$ cat config.mk
export PLATFORM = sky130hd
export DESIGN_NAME = load_store_unit
export DESIGN_NICKNAME = d
export VERILOG_FILES = /design/src/rtl/lsu_pkg.sv /design/src/rtl/lsu_load_align.sv /design/src/rtl/load_store_unit.sv
export SDC_FILE = /design/constraint.sdc
export NUM_CORES = 1
export LEC_CHECK = 0
export CAP_MARGIN = 20
export CORE_UTILIZATION = 45
export DETAILED_ROUTE_END_ITERATION = 7
export GPL_ROUTABILITY_DRIVEN = 1
export GPL_TIMING_DRIVEN = 0
export PLACE_DENSITY = 0.84
export SLEW_MARGIN = 20
export SYNTH_ARGS = -nofsm -noshare
export SYNTH_HDL_FRONTEND = slang
export SYNTH_SLANG_ARGS = --single-unit
$ cat constraint.sdc
create_clock -name clk -period 3.71 [get_ports clk]
set_input_delay 1.113 -clock clk [delete_from_list [all_inputs] [get_ports clk]]
set_output_delay 1.113 -clock clk [all_outputs]
set_load 0.1 [all_outputs]
$ cat src/rtl/lsu_pkg.sv
// Shared types for the load/store unit: FSM state encoding, access-size codes
// and the byte-lane helpers used on the store path.
package lsu_pkg;

    typedef enum logic [1:0] {
        IDLE = 2'd0,
        BUS  = 2'd1,
        DONE = 2'd2
    } lsu_state_e;

    localparam logic [1:0] SIZE_B = 2'b00;
    localparam logic [1:0] SIZE_H = 2'b01;
    localparam logic [1:0] SIZE_W = 2'b10;

    // funct3[1:0] = 11 is treated as a word access
    function automatic logic [1:0] decode_size(input logic [1:0] f);
        case (f)
            2'b00:   decode_size = SIZE_B;
            2'b01:   decode_size = SIZE_H;
            default: decode_size = SIZE_W;
        endcase
    endfunction

    function automatic logic [3:0] byte_enables(input logic [1:0] size, input logic [1:0] lo);
        case (size)
            SIZE_B:  byte_enables = 4'b0001 << lo;
            SIZE_H:  byte_enables = lo[1] ? 4'b1100 : 4'b0011;
            default: byte_enables = 4'b1111;
        endcase
    endfunction

    function automatic logic [31:0] replicate(input logic [1:0] size, input logic [31:0] d);
        case (size)
            SIZE_B:  replicate = {4{d[7:0]}};
            SIZE_H:  replicate = {2{d[15:0]}};
            default: replicate = d;
        endcase
    endfunction

endpackage

$ cat src/rtl/lsu_load_align.sv
// Picks the addressed byte/halfword out of a bus read word and sign- or
// zero-extends it to 32 bits. Purely combinational.
module lsu_load_align
    import lsu_pkg::*;
(
    input  logic [31:0] word,
    input  logic [1:0]  addr_lo,
    input  logic [1:0]  size,
    input  logic        uns,
    output logic [31:0] value
);

    logic [7:0]  b;
    logic [15:0] h;

    always_comb begin
        case (addr_lo)
            2'd0:    b = word[7:0];
            2'd1:    b = word[15:8];
            2'd2:    b = word[23:16];
            default: b = word[31:24];
        endcase
        // halfword lane follows addr[1] only; addr[0] never reaches here as a selector
        h = addr_lo[1] ? word[31:16] : word[15:0];
        case (size)
            SIZE_B:  value = {{24{b[7] & ~uns}}, b};
            SIZE_H:  value = {{16{h[15] & ~uns}}, h};
            default: value = word;
        endcase
    end

endmodule

$ cat src/rtl/load_store_unit.sv
// Load/store unit: IDLE -> BUS -> DONE sequencer with bus timeout.
// Optional misaligned-access trap enabled by defining LSU_MISALIGN_TRAP_EN.
module load_store_unit
    import lsu_pkg::*;
#(
    parameter int TIMEOUT = 15
) (
    input  logic        clk,
    input  logic        rst,
    input  logic        mem_read_en,
    input  logic        mem_write_en,
    input  logic [2:0]  funct3,
    input  logic [31:0] addr,
    input  logic [31:0] wdata,
    output logic        stall,
    output logic [31:0] rdata,
    output logic        load_valid,
    output logic        misalign,
    output logic        bus_err,
    output logic        bus_req,
    output logic        bus_we,
    output logic [31:0] bus_addr,
    output logic [31:0] bus_wdata,
    output logic [3:0]  bus_be,
    input  logic        bus_ack,
    input  logic [31:0] bus_rdata,
    output logic [1:0]  state_dbg
);

    localparam int CW = $clog2(TIMEOUT + 1);

    lsu_state_e  state;
    logic [CW-1:0] cnt;
    logic        op_we;
    logic [1:0]  size_q;
    logic        uns_q;
    logic [1:0]  addr_lo_q;
    logic [1:0]  size_in;
    logic        req;
    logic        mis_req;
    logic [31:0] load_val;

    assign size_in   = decode_size(funct3[1:0]);
    assign req       = mem_read_en | mem_write_en;
    assign state_dbg = state;

`ifdef LSU_MISALIGN_TRAP_EN
    assign mis_req = ((size_in == SIZE_H) && addr[0]) ||
                     ((size_in == SIZE_W) && (addr[1:0] != 2'b00));
`else
    assign mis_req = 1'b0;
`endif

    // Bus handshake: bus_req is held with address/data/strobes stable until the
    // cycle bus_ack is seen high; ack in any other cycle carries no meaning.
    assign stall = ~rst & (((state == IDLE) & req) | (state == BUS));

    lsu_load_align u_align (
        .word    (bus_rdata),
        .addr_lo (addr_lo_q),
        .size    (size_q),
        .uns     (uns_q),
        .value   (load_val)
    );

    always_ff @(posedge clk) begin
        if (rst) begin
            state      <= IDLE;
            cnt        <= '0;
            op_we      <= 1'b0;
            size_q     <= SIZE_W;
            uns_q      <= 1'b0;
            addr_lo_q  <= 2'b00;
            rdata      <= '0;
            load_valid <= 1'b0;
            misalign   <= 1'b0;
            bus_err    <= 1'b0;
            bus_req    <= 1'b0;
            bus_we     <= 1'b0;
            bus_addr   <= '0;
            bus_wdata  <= '0;
            bus_be     <= '0;
        end else begin
            load_valid <= 1'b0;
            misalign   <= 1'b0;
            bus_err    <= 1'b0;
            case (state)
                IDLE: begin
                    if (req) begin
                        op_we     <= mem_write_en;
                        size_q    <= size_in;
                        uns_q     <= funct3[2];
                        addr_lo_q <= addr[1:0];
                        cnt       <= '0;
                        if (mis_req) begin
                            state    <= DONE;
                            misalign <= 1'b1;
                        end else begin
                            state     <= BUS;
                            bus_req   <= 1'b1;
                            bus_we    <= mem_write_en;
                            bus_addr  <= {addr[31:2], 2'b00};
                            bus_wdata <= replicate(size_in, wdata);
                            bus_be    <= byte_enables(size_in, addr[1:0]);
                        end
                    end
                end
                BUS: begin
                    if (bus_ack) begin
                        state   <= DONE;
                        bus_req <= 1'b0;
                        bus_we  <= 1'b0;
                        bus_be  <= '0;
                        if (!op_we) begin
                            rdata      <= load_val;
                            load_valid <= 1'b1;
                        end
                    end else if (cnt == CW'(TIMEOUT - 1)) begin
                        state   <= DONE;
                        bus_err <= 1'b1;
                        rdata   <= '0;
                        bus_req <= 1'b0;
                        bus_we  <= 1'b0;
                        bus_be  <= '0;
                        cnt     <= cnt + 1'b1;
                    end else begin
                        cnt <= cnt + 1'b1;
                    end
                end
                default: state <= IDLE;
            endcase
        end
    end

endmodule

Word level (Yosys, flattened, before mapping)
Cells that the tools add are included.
Storage, ports and cells
  word-level logic and storage cells: 80
  register bits after elaboration: 114
  input bits: 104
Cells by class
  shifts and indexed selects: 1
  equality and inequality tests: 11
  multiplexer cells: 29
  add/sub/neg operators: 1
  bitwise logic cells: 10
  reductions and logical operators: 14
Operators with widths (number)
  $pmux 32 s2: 2
  $mux 32: 3
  $mux 4: 6
  $pmux 4 s2: 3
  $pmux 8 s3: 1
  $mux 16: 1
  $eq 2x1->1 const B: 5
  $logic_not 2->1: 5
  $reduce_and 3->1: 3
  $pmux 2 s2: 2
  $mux 1: 6
  $mux 2: 3
  $ne 2x2->1 const B: 3
  $reduce_or 3->1: 2
  $add 4x1->4 const B: 1
  $and 1x1->1: 4
  $eq 4x4->1 const B: 1
  $not 1->1: 4
  $pmux 1 s2: 2
  $reduce_and 2->1: 2
  $reduce_bool 2->1: 2
  $shl 1x2->4 const A: 1
  $ne 3x2->1 const B: 1
  $eq 2x2->1 const B: 1
  $or 1x1->1: 2

Longest topological paths before layout
Gate-level depths: netlist of run 1.
  word-level depth: 6
  mapped depth: 7
  depth with buffers taken out: 6

Cells and area by module
Synthesis of run 1 repeated with hierarchy kept, for this count alone.
Second synthesis, totals
  cell total of the unflattened synthesis: 666
  area, all modules: 5585.4 um^2
Modules (own cells, without submodules)
  load_store_unit: times used 1, seq. area each 2282.2 um^2, area an instance 4739.5 um^2, cells an instance 551
  lsu_load_align: times used 1, seq. area each 0.0 um^2, area an instance 845.8 um^2, cells an instance 115

Worst setup path after synthesis of run 1
No wires, ideal clock.
  path kind: input-to-output
  start: in rst
  end: out stall
  buffers on the path: 2
  path slack: -0.979 ns
  stages: 3
  arrival time: 3.576 ns
  cell sequence: clkbuf_1 > clkbuf_1 > nor3_1
Between the ends
  longest elaborated chain between the ends: 2
RTL lines
  start, declared: RTL line load_store_unit.sv:9  | input logic rst,
  $not 1->1: RTL line load_store_unit.sv:56  | assign stall = ~rst & (((state == IDLE) & req) | (state == BUS));
  $and 1x1->1: RTL line load_store_unit.sv:56
  end, declared: RTL line load_store_unit.sv:15  | output logic stall,
No other way between the ends.

Worst setup path after layout of run 1
Ends and elaborated chain as after synthesis.

==> reports/results.txt, run 1 <==
The run finished with clean final reports. The time the final worst path needs with I/O delays and setup was 3.47 ns. Yosys attributes the largest share of cell area to sky130_fd_sc_hd__dfxtp_1, sky130_fd_sc_hd__nand2_1, sky130_fd_sc_hd__a21oi_1, sky130_fd_sc_hd__mux2i_1, sky130_fd_sc_hd__o21ai_0.

The fraction of final layout cells with drive strength greater than 1 was 0.0821; the number of buffers on the longest clock path was 2. During synthesis, Yosys emitted a total of 0 warnings. The die extent in x works out to 107 um. The startpoint of the lowest-slack hold path is rdata[16]$_SDFFE_PP0P_. The library cells used most frequently in the layout, excluding fill and tap cells, are sky130_fd_sc_hd__clkdlybuf4s50_1, sky130_fd_sc_hd__nand2_1, sky130_fd_sc_hd__dfxtp_1.

TritonCTS created 17 clock buffers. Summed over all cells, the static leakage comes to 2.99 nW. For the flop-to-flop setup slack, the log shows 1.64 ns.

The area fraction of the dominant cell type after synthesis is 0.460. Number of antenna violations at the first check in global routing: 0. Multiplexer fraction of the synthesized cell area: 0.0369. Kind of end point of the critical path: an output pin. The via-per-instance ratio was 5.45. For this run, the slowest stage of the critical path takes 0.40 ns. For this block, the routed nets add up to 17100 um of wire.

The worst hold path terminates at rdata[16]$_SDFFE_PP0P_. Counting flops and latches in the post-synthesis netlist gives 114. The logs give 5317 for the total number of vias and 5388 for the number of global-route vias before repair.

The number of sinks on the clock net is 114, and the worst-case hold slack is 0.453 ns. The repair_antennas step left the layout with diodes totalling 0. The number of hold violations in the final report is 0, and the total setup buffers inserted after CTS is 0. The largest total area in the synthesized netlist belongs to sky130_fd_sc_hd__dfxtp_1. Fraction of synthesized cell area in xor and xnor cells: 0.00353. For the number of maximum-capacitance constraint violations, the log shows 0. Setup repair after global routing left no endpoint under its margin. Measured in cells, the most critical reg-to-reg path has a length of 7. The first global-routing pass estimated 26700 um of wire.

The simple-gate share of the synthesized area came out at 0.195. After synthesis, the largest family of logic cells by area is compound AO/OA/AOI/OAI gates. The maximum level of the CTS H-tree came out at 4. For the distinct cell type count of the synthesized netlist, the log shows 47. The first detailed-routing pass took 7 iterations. Including well taps, the total number of placed cells is 945. After the first detailed-routing iteration, the DRC count stood at 303. After detailed placement, the total cell area comes to 7210 um2.

The run gives 0 as the final global-route overflow total. Summed over all nets, the half-perimeter wirelength after detailed placement is 12900 um. The clock-pin slew on the worst setup and hold paths came out at 0.06 ns. The post-synthesis share of cell area spent on full adders, half adders and majority gates is 0.00505, and the number of non-filler instances in the completed layout is 976. Data arrives at the worst endpoint at 2.35 ns.

The period utilization is 0.935. Timing analysis after detailed placement gives a worst setup slack of -1.09 ns. The total count of max-transition violations in the final report was 0; the total number of placement rows was 37. Slowest cell on the critical path: sky130_fd_sc_hd__dlygate4sd2_1.

The data required time at the worst endpoint was 2.60 ns; the peak supply drop was 0.000356 V. Compared with the post-synthesis result, the final layout area differs by 57.5%. Leaving out fill and tap cells, the most frequent cell in the layout is sky130_fd_sc_hd__clkdlybuf4s50_1.

For the final worst slack, the log shows 0.243 ns. The worst setup path is launched from an input port. The tree is rooted in a sky130_fd_sc_hd__clkbuf_8. In this run the critical register-to-register path is captured at rdata[24]$_SDFFE_PP0P_. The actual transition at the worst max-transition pin works out to 1.06 ns. In the routed design, unresolved DRC markers number 0.

The worst-case clock skew was 0.00740 ns. The run gives 7810 um2 as the final design area excluding fillers. Routability-driven placement finished with a final weighted congestion of 0.905. In the final design database the tool counted 933 nets. Post-detailed-route count of antenna-violating nets: 0. The routed wire length per instance is 17.5 um. Type of the tightest min-delay check: reg2reg.

The region available for standard cell placement spans 10500 um2. For the number of hold buffers added after CTS, the log shows 0. A synthesized cell averages 8.25 um2. TritonCTS built the clock tree.

In this run the power density over the cells is 579 nW/um2. The tools report the maximum operating frequency as 288 MHz. Entering global routing, the biggest net connects 17 pins. The run gives 0.460 as the sequential area share after synthesis.

Count of final setup violators: 0. Startpoint-to-endpoint class of the critical path: in2out. Counting instances, the worst hold path has a depth of 2. For the gate count after technology mapping, the log shows 601. The number of buffers inserted by port buffering was 206. Total routing resource utilization after global routing: 0.304. The tools report the initial cell density of the core as 0.472. Registers take 2280 um2. Clock latency on the worst-skew pair, taken at its later pin, is 0.52 ns. From bottom edge to top edge, the die measures 107 um. Fill cell total of the finished layout: 820.

The share of the synthesized area in compound gates (AO/OA/AOI/OAI) works out to 0.247. The startpoint identified for the worst register-to-register timing path is cnt[0]$_SDFFE_PP0P_. Walking the worst path, the cells encountered are dlygate4sd2_1 -> clkbuf_2 -> nor3_4 -> buf_4. The highest net fanout along the worst path works out to 12. For the total I/O pin count, the log shows 212. The worst slew margin relative to its limit was 0.293. The area enclosed by the die boundary is 11400 um2, and the post-synthesis instance area is 4960 um2. The combined area of the multi-input logic cells is 2440 um2.
## routing by layer
metal  share of wire  GRT usage  wire length [um]
met3           0.075     0.0954              1290
met1            0.40      0.346              6830
met4           0.030      0.140               512
met5               0          0                 0
met2            0.49      0.517              8450
## kinds of logic after synthesis
group / Yosys count
multiplexers: 17
flip-flops: 114
AO/OA/AOI/OAI: 189
buffers and inverters: 56
other: 1
AND/OR/NAND/NOR: 220
adder cells (fa/ha/maj): 2
XOR/XNOR: 2
## Yosys cell counts, drive strengths merged
cell / count
a221oi: 1
conb: 1
nand2: 150
a211oi: 8
xor2: 2
and3b: 8
nor3: 6
a311oi: 14
nand3b: 1
inv: 5
mux4: 1
clkbuf: 32
a32o: 1
or3: 9
a31oi: 1
or3b: 1
nand4: 3
a22o: 14
mux2i: 16
clkinv: 1
a21boi: 1
nor2b: 5
a211o: 9
o2bb2ai: 1
a221o: 7
a21oi: 83
buf: 18
nor3b: 1
nand3: 5
o21a: 1
and3: 1
o21ai: 40
nor2: 28
o31ai: 6
nand2b: 2
ha: 2
dfxtp: 114
o21ba: 1
a2bb2oi: 1
## timing repair
| action | in CTS | in global routing |
|---|---|---|
| hold endpoints to repair | 0 | 0 |
| endpoints found under the setup margin | 1 | 0 |
| gates resized for setup | 8 | 0 |
## critical path, delay by kind of cell
family                 cells  cell delay [ns]
buffers and inverters      3             1.03
and+or+nand+nor            1             0.20
## power breakdown
group	switching [W]	internal [W]	total [W]	leakage, nW
Sequential	0.0000602	0.00133	0.00139	0.936
Clock	0.000631	0.00105	0.00168	0.285
Combinational	0.00106	0.000393	0.00145	1.77
## cell type report
cell class	count	share of cell area
sequential	114	0.292
clock buffer	18	0.0548
timing repair buffer	206	0.264
tap	136	0.0218
multi-input combinational	433	0.312
clock inverter	14	0.0228
buffer	49	0.0295
inverter	6	0.00288
## through the flow
stage,TNS [ns],util,total power [W]
after floorplan,0,-,0.00243
after global placement,-1.08,0.686,0.00284
after detailed placement,-1.09,0.686,0.00286
after CTS,0,0.743,0.00453
after global routing,0,0.743,0.00467
final,0,0.743,0.00452
## state kept, by name (all words and copies together), names as in the netlist
| signal | count |
|---|---|
| bus_we | 1 |
| load_valid | 1 |
| uns_q | 1 |
| bus_be | 4 |
| bus_addr | 30 |
| bus_wdata | 32 |
| state_dbg | 2 |
| cnt | 4 |
| bus_req | 1 |
| bus_err | 1 |
| op_we | 1 |
| rdata | 32 |
| addr_lo_q | 2 |
| size_q | 2 |
## worst max-delay path by stage
stage          from    end  slack (ns)  depth (start not counted)
2_1_floorplan   rst  stall        0.29                          3
3_3_place_gp    rst  stall       -1.08                          5
3_5_place_dp    rst  stall       -1.09                          5
4_1_cts         rst  stall        0.23                          4
5_1_grt         rst  stall        0.16                          4
6_report        rst  stall        0.24                          4
(Power assumes the default switching activity.)
==> run 2, diff against run 1 <==
Settings changed: CORE_MARGIN set to 2.
==> run 2 against run 1 <==
Wire length grew 0.86%; register-to-register slack is essentially flat; worst hold slack is essentially flat; sequential power is essentially flat; sequential share of layout area grew 0.14 points; largest cell class unchanged; highest routed layer unchanged.
==> reports/results.txt, run 2 (synthesis gave the netlist of run 1 again) <==
Startpoint class of the critical path: an input port (unchanged). First-pass GRT wire length: 26400 um (was 26700 um). The layout net count is 933 (unchanged). The initial DRC count came out at 291 (was 303). Post-detailed-route count of antenna-violating nets: 0 (unchanged). The number of hold violations in the final report came out at 0 (unchanged). The startpoint-to-endpoint class of the critical path is in2out (unchanged).

The number of maximum-capacitance constraint violations came out at 0 (unchanged). Peak supply drop: 0.000308 V (was 0.000356 V). The highest net fanout along the worst path came out at 12 (unchanged). The number of buffers inserted by port buffering is 206 (unchanged), and the maximum operating frequency is 290 MHz (was 288 MHz). The run gives 7210 um2 (about the same) as the placed standard-cell area.

The tools report the count of final setup violators as 0 (unchanged). The flop-to-flop setup slack came out at 1.64 ns (about the same). For the number of global-route vias before repair, the log shows 5328 (was 5388).

The commonest non-fill, non-tap cell in the layout is sky130_fd_sc_hd__clkdlybuf4s50_1 (unchanged). Utilization after layout: 0.720 (was 0.743). Arrival time at the worst endpoint: 2.34 ns (was 2.35 ns).

The y dimension of the die is 109 um (was 107 um), and the total I/O pin count is 212 (unchanged). The flow ran to the end, and the final reports show no timing, DRC or antenna violations. The area enclosed by the die boundary is 11900 um2 (was 11400 um2). The maximum level of the CTS H-tree was 4 (unchanged); the final weighted congestion in routability-driven placement was 0.914 (was 0.905). The area added between synthesis and finish was 56.7% (was 57.5%); the total count of max-transition violations in the final report was 0 (unchanged).

Period utilization: 0.929 (was 0.935). The number of hold buffers added after CTS came out at 0 (unchanged). The startpoint of the lowest-slack hold path is bus_addr[25]$_SDFFE_PP0P_ (was rdata[16]$_SDFFE_PP0P_). Cell chosen for the clock root: sky130_fd_sc_hd__clkbuf_8 (unchanged). The pin count of the biggest net entering global routing was 17 (unchanged). The run gives 0 (unchanged) as the number of antenna violations at the first check in global routing.

The count of unresolved DRC violations after routing is 0 (unchanged), and the number of search-and-repair iterations in the first detailed-routing pass is 5 (was 7). The fraction of final layout cells with drive strength greater than 1 was 0.0810 (was 0.0821); the latest clock arrival within the worst-skew pair was 0.51 ns (was 0.52 ns). The total negative slack for setup checks was 0 ns (unchanged). The logs give 0 (unchanged) for the number of diodes and 0.333 (was 0.321) for the combinational group share of total power. The die extent in x works out to 109 um (was 107 um). The tools report the worst-case clock skew as 0.00448 ns (was 0.00740 ns).

The type of the tightest min-delay check was reg2reg (unchanged). The routed wire length per instance came out at 17.6 um (was 17.5 um). The run gives 0.317 (was 0.307) as the sequential share of power. The tools report the data required time at the worst endpoint as 2.60 ns (about the same). The time the final worst path needs with I/O delays and setup was 3.45 ns (was 3.47 ns); the power consumption was 0.00437 W (was 0.00452 W). The worst reg2reg path startpoint was cnt[0]$_SDFFE_PP0P_ (unchanged). The initial cell density of the core is 0.459 (was 0.472). The leakage power came out at 2.97 nW (was 2.99 nW). Switching power as a share of total power: 0.385 (was 0.387). The total power divided by cell area was 562 nW/um2 (was 579 nW/um2). The number of non-filler instances in the completed layout was 979 (was 976). TritonCTS built the clock tree. The number of buffers on the longest clock path is 2 (unchanged). The tools report the kind of end point of the critical path as an output pin (unchanged).

The actual transition at the worst max-transition pin is 1.03 ns (was 1.06 ns), and the final design area excluding fillers is 7770 um2 (was 7810 um2). The end point of the worst hold path was bus_addr[25]$_SDFFE_PP0P_ (was rdata[16]$_SDFFE_PP0P_). The total wirelength of the detailed-routed design came out at 17200 um (was 17100 um).

Setup repair after global routing left no endpoint under its margin. The logs give 114 (unchanged) for the number of sinks on the clock net and 0.00269 W (was 0.00277 W) for the cell internal power dissipation. The total routing resource utilization after global routing was 0.289 (was 0.304). Highest-count cells in the layout ignoring fill and taps: sky130_fd_sc_hd__clkdlybuf4s50_1, sky130_fd_sc_hd__nand2_1, sky130_fd_sc_hd__dfxtp_1 (unchanged). Clock-pin slew on the worst setup and hold paths: 0.05 ns (was 0.06 ns). The cell depth of the worst hold path is 2 (unchanged). CTS buffer count: 17 (unchanged).

The cell count after placement is 949 (was 945). The depth of the worst register-to-register path was 7 (unchanged); the HPWL after detailed placement was 13000 um (was 12900 um). The worst slew margin relative to its limit was 0.308 (was 0.293); the placeable core area was 10800 um2 (was 10500 um2). The run gives 5346 (was 5317) as the total number of vias. Top Registers: bus_wdata x32, rdata x32, bus_addr x30 (unchanged). The logs give 0.00168 W (was 0.00175 W) for the net switching power and 38 (was 37) for the total number of placement rows. The final global-route overflow total was 0 (unchanged); the via-per-instance ratio was 5.46 (was 5.45). The endpoint of the lowest-slack register-to-register path was rdata[2]$_SDFFE_PP0P_ (was rdata[24]$_SDFFE_PP0P_). The clock network fraction of design power was 0.349 (was 0.372).
-- run 2: cell types whose count changed in the layout (fill, tap and decap cells not counted), sizes merged --
cell / previous run / this run
inv: 10 / 5
clkbuf: 49 / 53
bufinv: 3 / 1
clkinv: 3 / 5
-- run 2: power groups by stage --
stage          Sequential (W)  Clock [W]  Combinational, W
6_report              0.00139    0.00153           0.00146
5_1_grt               0.00140    0.00161           0.00152
4_1_cts               0.00139    0.00154           0.00145
3_5_place_dp          0.00141          0           0.00145
3_3_place_gp          0.00140          0           0.00143
2_1_floorplan         0.00208          0          0.000352
-- run 2: final cells by class --
type | instances | area [um2]
Fill cell | 858 | 3020
Clock buffer | 22 | 483
Clock inverter | 9 | 80.1
Buffer | 49 | 230
Tap cell | 140 | 175
Multi-Input combinational cell | 433 | 2440
Inverter | 6 | 22.5
Sequential cell | 114 | 2280
Timing Repair Buffer | 206 | 2060
-- run 2: worst max path at each step --
stage	start	end	slack [ns]
after global placement	rst	stall	-1.06
final	rst	stall	0.26
after floorplan	rst	stall	0.29
after detailed placement	rst	stall	-1.04
after CTS	rst	stall	0.26
after global routing	rst	stall	0.21
-- run 2: what timing repair did --
action | CTS | global route
setup buffers | 0 | 0
resized for setup | 8 | 0
setup endpoints to repair | 1 | 0
-- run 2: critical path, cell delays in order --
cell,delay [ns]
sky130_fd_sc_hd__dlygate4sd2_1,0.39
sky130_fd_sc_hd__clkbuf_2,0.30
sky130_fd_sc_hd__nor3_4,0.20
sky130_fd_sc_hd__buf_4,0.31
-- run 2: per-layer routing --
layer,vias up,global-route usage,part of all wire
met1,2491,0.339,0.39
met4,0,0.117,0.027
li1,2557,-,-
met3,37,0.0855,0.083
met5,-,0,0
met2,261,0.492,0.50
-- run 2: metrics by stage --
| step | setup slack (ns) | hold slack, ns |
|---|---|---|
| 2_1_floorplan | 0.286 | 0.437 |
| 3_3_place_gp | -1.06 | 0.437 |
| 3_5_place_dp | -1.04 | 0.447 |
| 4_1_cts | 0.262 | 0.454 |
| 5_1_grt | 0.212 | 0.465 |
| 6_report | 0.262 | 0.453 |
==> run 3, diff against run 2 <==
Settings changed: CORE_UTILIZATION 45 to 43, PLACE_DENSITY 0.84 to 0.81.
Clock period 3.71 ns to 3.95 ns, I/O delays scaled along.
==> run 3 against run 2 <==
Sequential cell count unchanged; non-clock buffer count unchanged; combinational power down 7%.
==> reports/results.txt, run 3 (synthesis gave the netlist of run 1 again) <==
The tools report the arrival time at the worst endpoint as 2.34 ns (about the same). The tools report the number of diodes as 0 (unchanged). Number of non-filler instances in the completed layout: 982 (was 979). The peak supply drop came out at 0.000286 V (was 0.000308 V). The clock network fraction of design power is 0.374 (was 0.349), and the initial DRC count is 253 (was 291).

The commonest non-fill, non-tap cell in the layout was sky130_fd_sc_hd__clkdlybuf4s50_1 (unchanged). For the combinational group share of total power, the log shows 0.320 (was 0.333). The family with the most delay on the worst path is buffers and inverters (unchanged).

The number of antenna violations at the first check in global routing is 0 (unchanged), and the cell depth of the worst hold path is 2 (unchanged). The type of the tightest min-delay check is reg2reg (unchanged). The maximum level of the CTS H-tree came out at 4 (unchanged).

Fraction of final layout cells with drive strength greater than 1: 0.0810 (unchanged). The placeable core area came out at 11300 um2 (was 10800 um2). The startpoint of the lowest-slack hold path is rdata[27]$_SDFFE_PP0P_ (was bus_addr[25]$_SDFFE_PP0P_). The logs give 17 (unchanged) for the CTS buffer count and 0.438 (was 0.459) for the initial cell density of the core. The run gives 0.306 (was 0.317) as the sequential share of power. The pin count of the biggest net entering global routing was 17 (unchanged); the y dimension of the die was 111 um (was 109 um).

Highest-count cells in the layout ignoring fill and taps: sky130_fd_sc_hd__clkdlybuf4s50_1, sky130_fd_sc_hd__nand2_1, sky130_fd_sc_hd__dfxtp_1 (unchanged). The switching power as a share of total power works out to 0.371 (was 0.385). Total wirelength of the detailed-routed design: 16900 um (was 17200 um).

The time the final worst path needs with I/O delays and setup came out at 3.53 ns. The number of sinks on the clock net is 114 (unchanged). The tools report the area enclosed by the die boundary as 12400 um2 (was 11900 um2).

Total number of vias: 5463 (was 5346). Top Registers: bus_wdata x32, rdata x32, bus_addr x30 (unchanged). The worst-case clock skew is 0.00707 ns (was 0.00448 ns). Count of final setup violators: 0 (unchanged). Critical Path, Cell by Cell: clkdlybuf4s50_1 -> nor3_1 -> nor3_4 -> buf_4 (was dlygate4sd2_1 -> clkbuf_2 -> nor3_4 -> buf_4). Cell chosen for the clock root: sky130_fd_sc_hd__clkbuf_16 (was sky130_fd_sc_hd__clkbuf_8). The flow ran to the end, and the final reports show no timing, DRC or antenna violations.

The data required time at the worst endpoint is 2.76 ns (was 2.60 ns), and the cell count after placement is 952 (was 949). The depth of the worst register-to-register path was 7 (unchanged). The total power divided by cell area was 544 nW/um2 (was 562 nW/um2).

The tools report the kind of end point of the critical path as an output pin (unchanged). The launch point of the worst path is mem_write_en (was rst). The first-pass GRT wire length was 26800 um (was 26400 um).

Endpoint of the lowest-slack register-to-register path: rdata[16]$_SDFFE_PP0P_ (was rdata[2]$_SDFFE_PP0P_). The area added between synthesis and finish is 58.1% (was 56.7%), and the number of global-route vias before repair is 5480 (was 5328). The total setup buffers inserted after CTS came out at 0 (unchanged). The cell internal power dissipation is 0.00268 W (was 0.00269 W), and the clock-pin slew on the worst setup and hold paths is 0.05 ns (about the same). The die extent in x came out at 111 um (was 109 um). The HPWL after detailed placement is 12800 um (was 13000 um). The number of search-and-repair iterations in the first detailed-routing pass was 4 (was 5). The count of unresolved DRC violations after routing was 0 (unchanged); the final weighted congestion in routability-driven placement was 0.941 (was 0.914). Final worst slack: 0.421 ns (was 0.262 ns).

The highest net fanout along the worst path is 4 (was 12), and the setup slack after placement is -0.949 ns (was -1.04 ns). The slowest cell on the critical path was sky130_fd_sc_hd__clkdlybuf4s50_1 (was sky130_fd_sc_hd__dlygate4sd2_1). The number of hold violations in the final report was 0 (unchanged); the number of buffers inserted by port buffering was 206 (unchanged). TritonCTS built the clock tree. The latest clock arrival within the worst-skew pair was 0.41 ns (was 0.51 ns); the leakage power was 3.01 nW (was 2.97 nW). Routed wire length per instance: 17.2 um (was 17.6 um). The total number of placement rows is 39 (was 38), and the total I/O pin count is 212 (unchanged). Actual transition at the worst max-transition pin: 1.04 ns (was 1.03 ns).

The run gives 1.87 ns (was 1.64 ns) as the flop-to-flop setup slack. The utilization after layout is 0.692 (was 0.720). The run gives 0.269 (was 0.289) as the total routing resource utilization after global routing. The logs give 0.00158 W (was 0.00168 W) for the net switching power and 0.305 (was 0.308) for the worst slew margin relative to its limit.

The via-per-instance ratio is 5.56 (was 5.46), and the number of maximum-capacitance constraint violations is 0 (unchanged). The startpoint class of the critical path is an input port (unchanged). The largest stage delay on the critical path was 0.46 ns (was 0.39 ns); the period utilization was 0.893. The layout net count is 933 (unchanged), and the total buffers and inverters traversed by the critical path is 2 (was 3). The number of buffers on the longest clock path was 2 (unchanged); the final global-route overflow total was 0 (unchanged). Setup repair after global routing left no endpoint under its margin.

The worst reg2reg path startpoint is cnt[0]$_SDFFE_PP0P_ (unchanged). Timing would allow up to 283 MHz. For the total count of max-transition violations in the final report, the log shows 0 (unchanged). The tools report the post-detailed-route count of antenna-violating nets as 0 (unchanged). The tools report the end point of the worst hold path as rdata[27]$_SDFFE_PP0P_ (was bus_addr[25]$_SDFFE_PP0P_). The startpoint-to-endpoint class of the critical path is in2out (unchanged).
[run 3: worst max-delay path by stage]
stage | to | cells after the start
final | stall | 4
after global routing | stall | 4
after CTS | stall | 4
after detailed placement | stall | 5
after global placement | stall | 5
after floorplan | stall | 3
[run 3: per-stage QoR]
stage | cell area [um2] | TNS (ns) | total power, W | hold WS, ns
after floorplan | 4980 | 0 | 0.00228 | 0.437
after global placement | 7220 | -0.968 | 0.00266 | 0.438
after detailed placement | 7220 | -0.949 | 0.00268 | 0.443
after CTS | 7830 | 0 | 0.00427 | 0.454
after global routing | 7840 | 0 | 0.00439 | 0.468
final | 7840 | 0 | 0.00426 | 0.452
[run 3: metal layers]
metal	vias up	global-route usage	share of wire
met3	59	0.0778	0.088
met2	291	0.443	0.48
met4	0	0.165	0.042
li1	2561	-	-
met5	-	0	0
met1	2552	0.308	0.39
[run 3: worst register-to-register path: stages (launching register included)]
cell,delay [ns]
sky130_fd_sc_hd__dfxtp_1,0.38
sky130_fd_sc_hd__inv_1,0.08
sky130_fd_sc_hd__ha_1,0.20
sky130_fd_sc_hd__and3_1,0.19
sky130_fd_sc_hd__a221oi_2,0.51
sky130_fd_sc_hd__clkbuf_1,0.44
sky130_fd_sc_hd__nand2_1,0.14
sky130_fd_sc_hd__o21ai_2,0.07
[run 3: cell type report]
class | count | area [um2]
multi-input combinational | 433 | 2440
tap | 143 | 179
clock buffer | 22 | 494
buffer | 49 | 230
sequential | 114 | 2280
fill | 934 | 3480
clock inverter | 9 | 128
timing repair buffer | 206 | 2060
inverter | 6 | 22.5
[run 3: repair_timing]
| action | 4_1_cts | 5_1_grt |
|---|---|---|
| resized for setup | 7 | 1 |
| hold buffers | 0 | 0 |
| endpoints found under the hold margin | 0 | 0 |
| setup endpoints to repair | 1 | 1 |
| pin swaps | 0 | 0 |
[run 3: power by group through the flow]
stage | combinational (W) | sequential, W | clock, W
after floorplan | 0.000330 | 0.00195 | 0
after global placement | 0.00134 | 0.00132 | 0
after detailed placement | 0.00136 | 0.00133 | 0
after CTS | 0.00136 | 0.00130 | 0.00161
after global routing | 0.00142 | 0.00131 | 0.00166
final | 0.00136 | 0.00130 | 0.00160
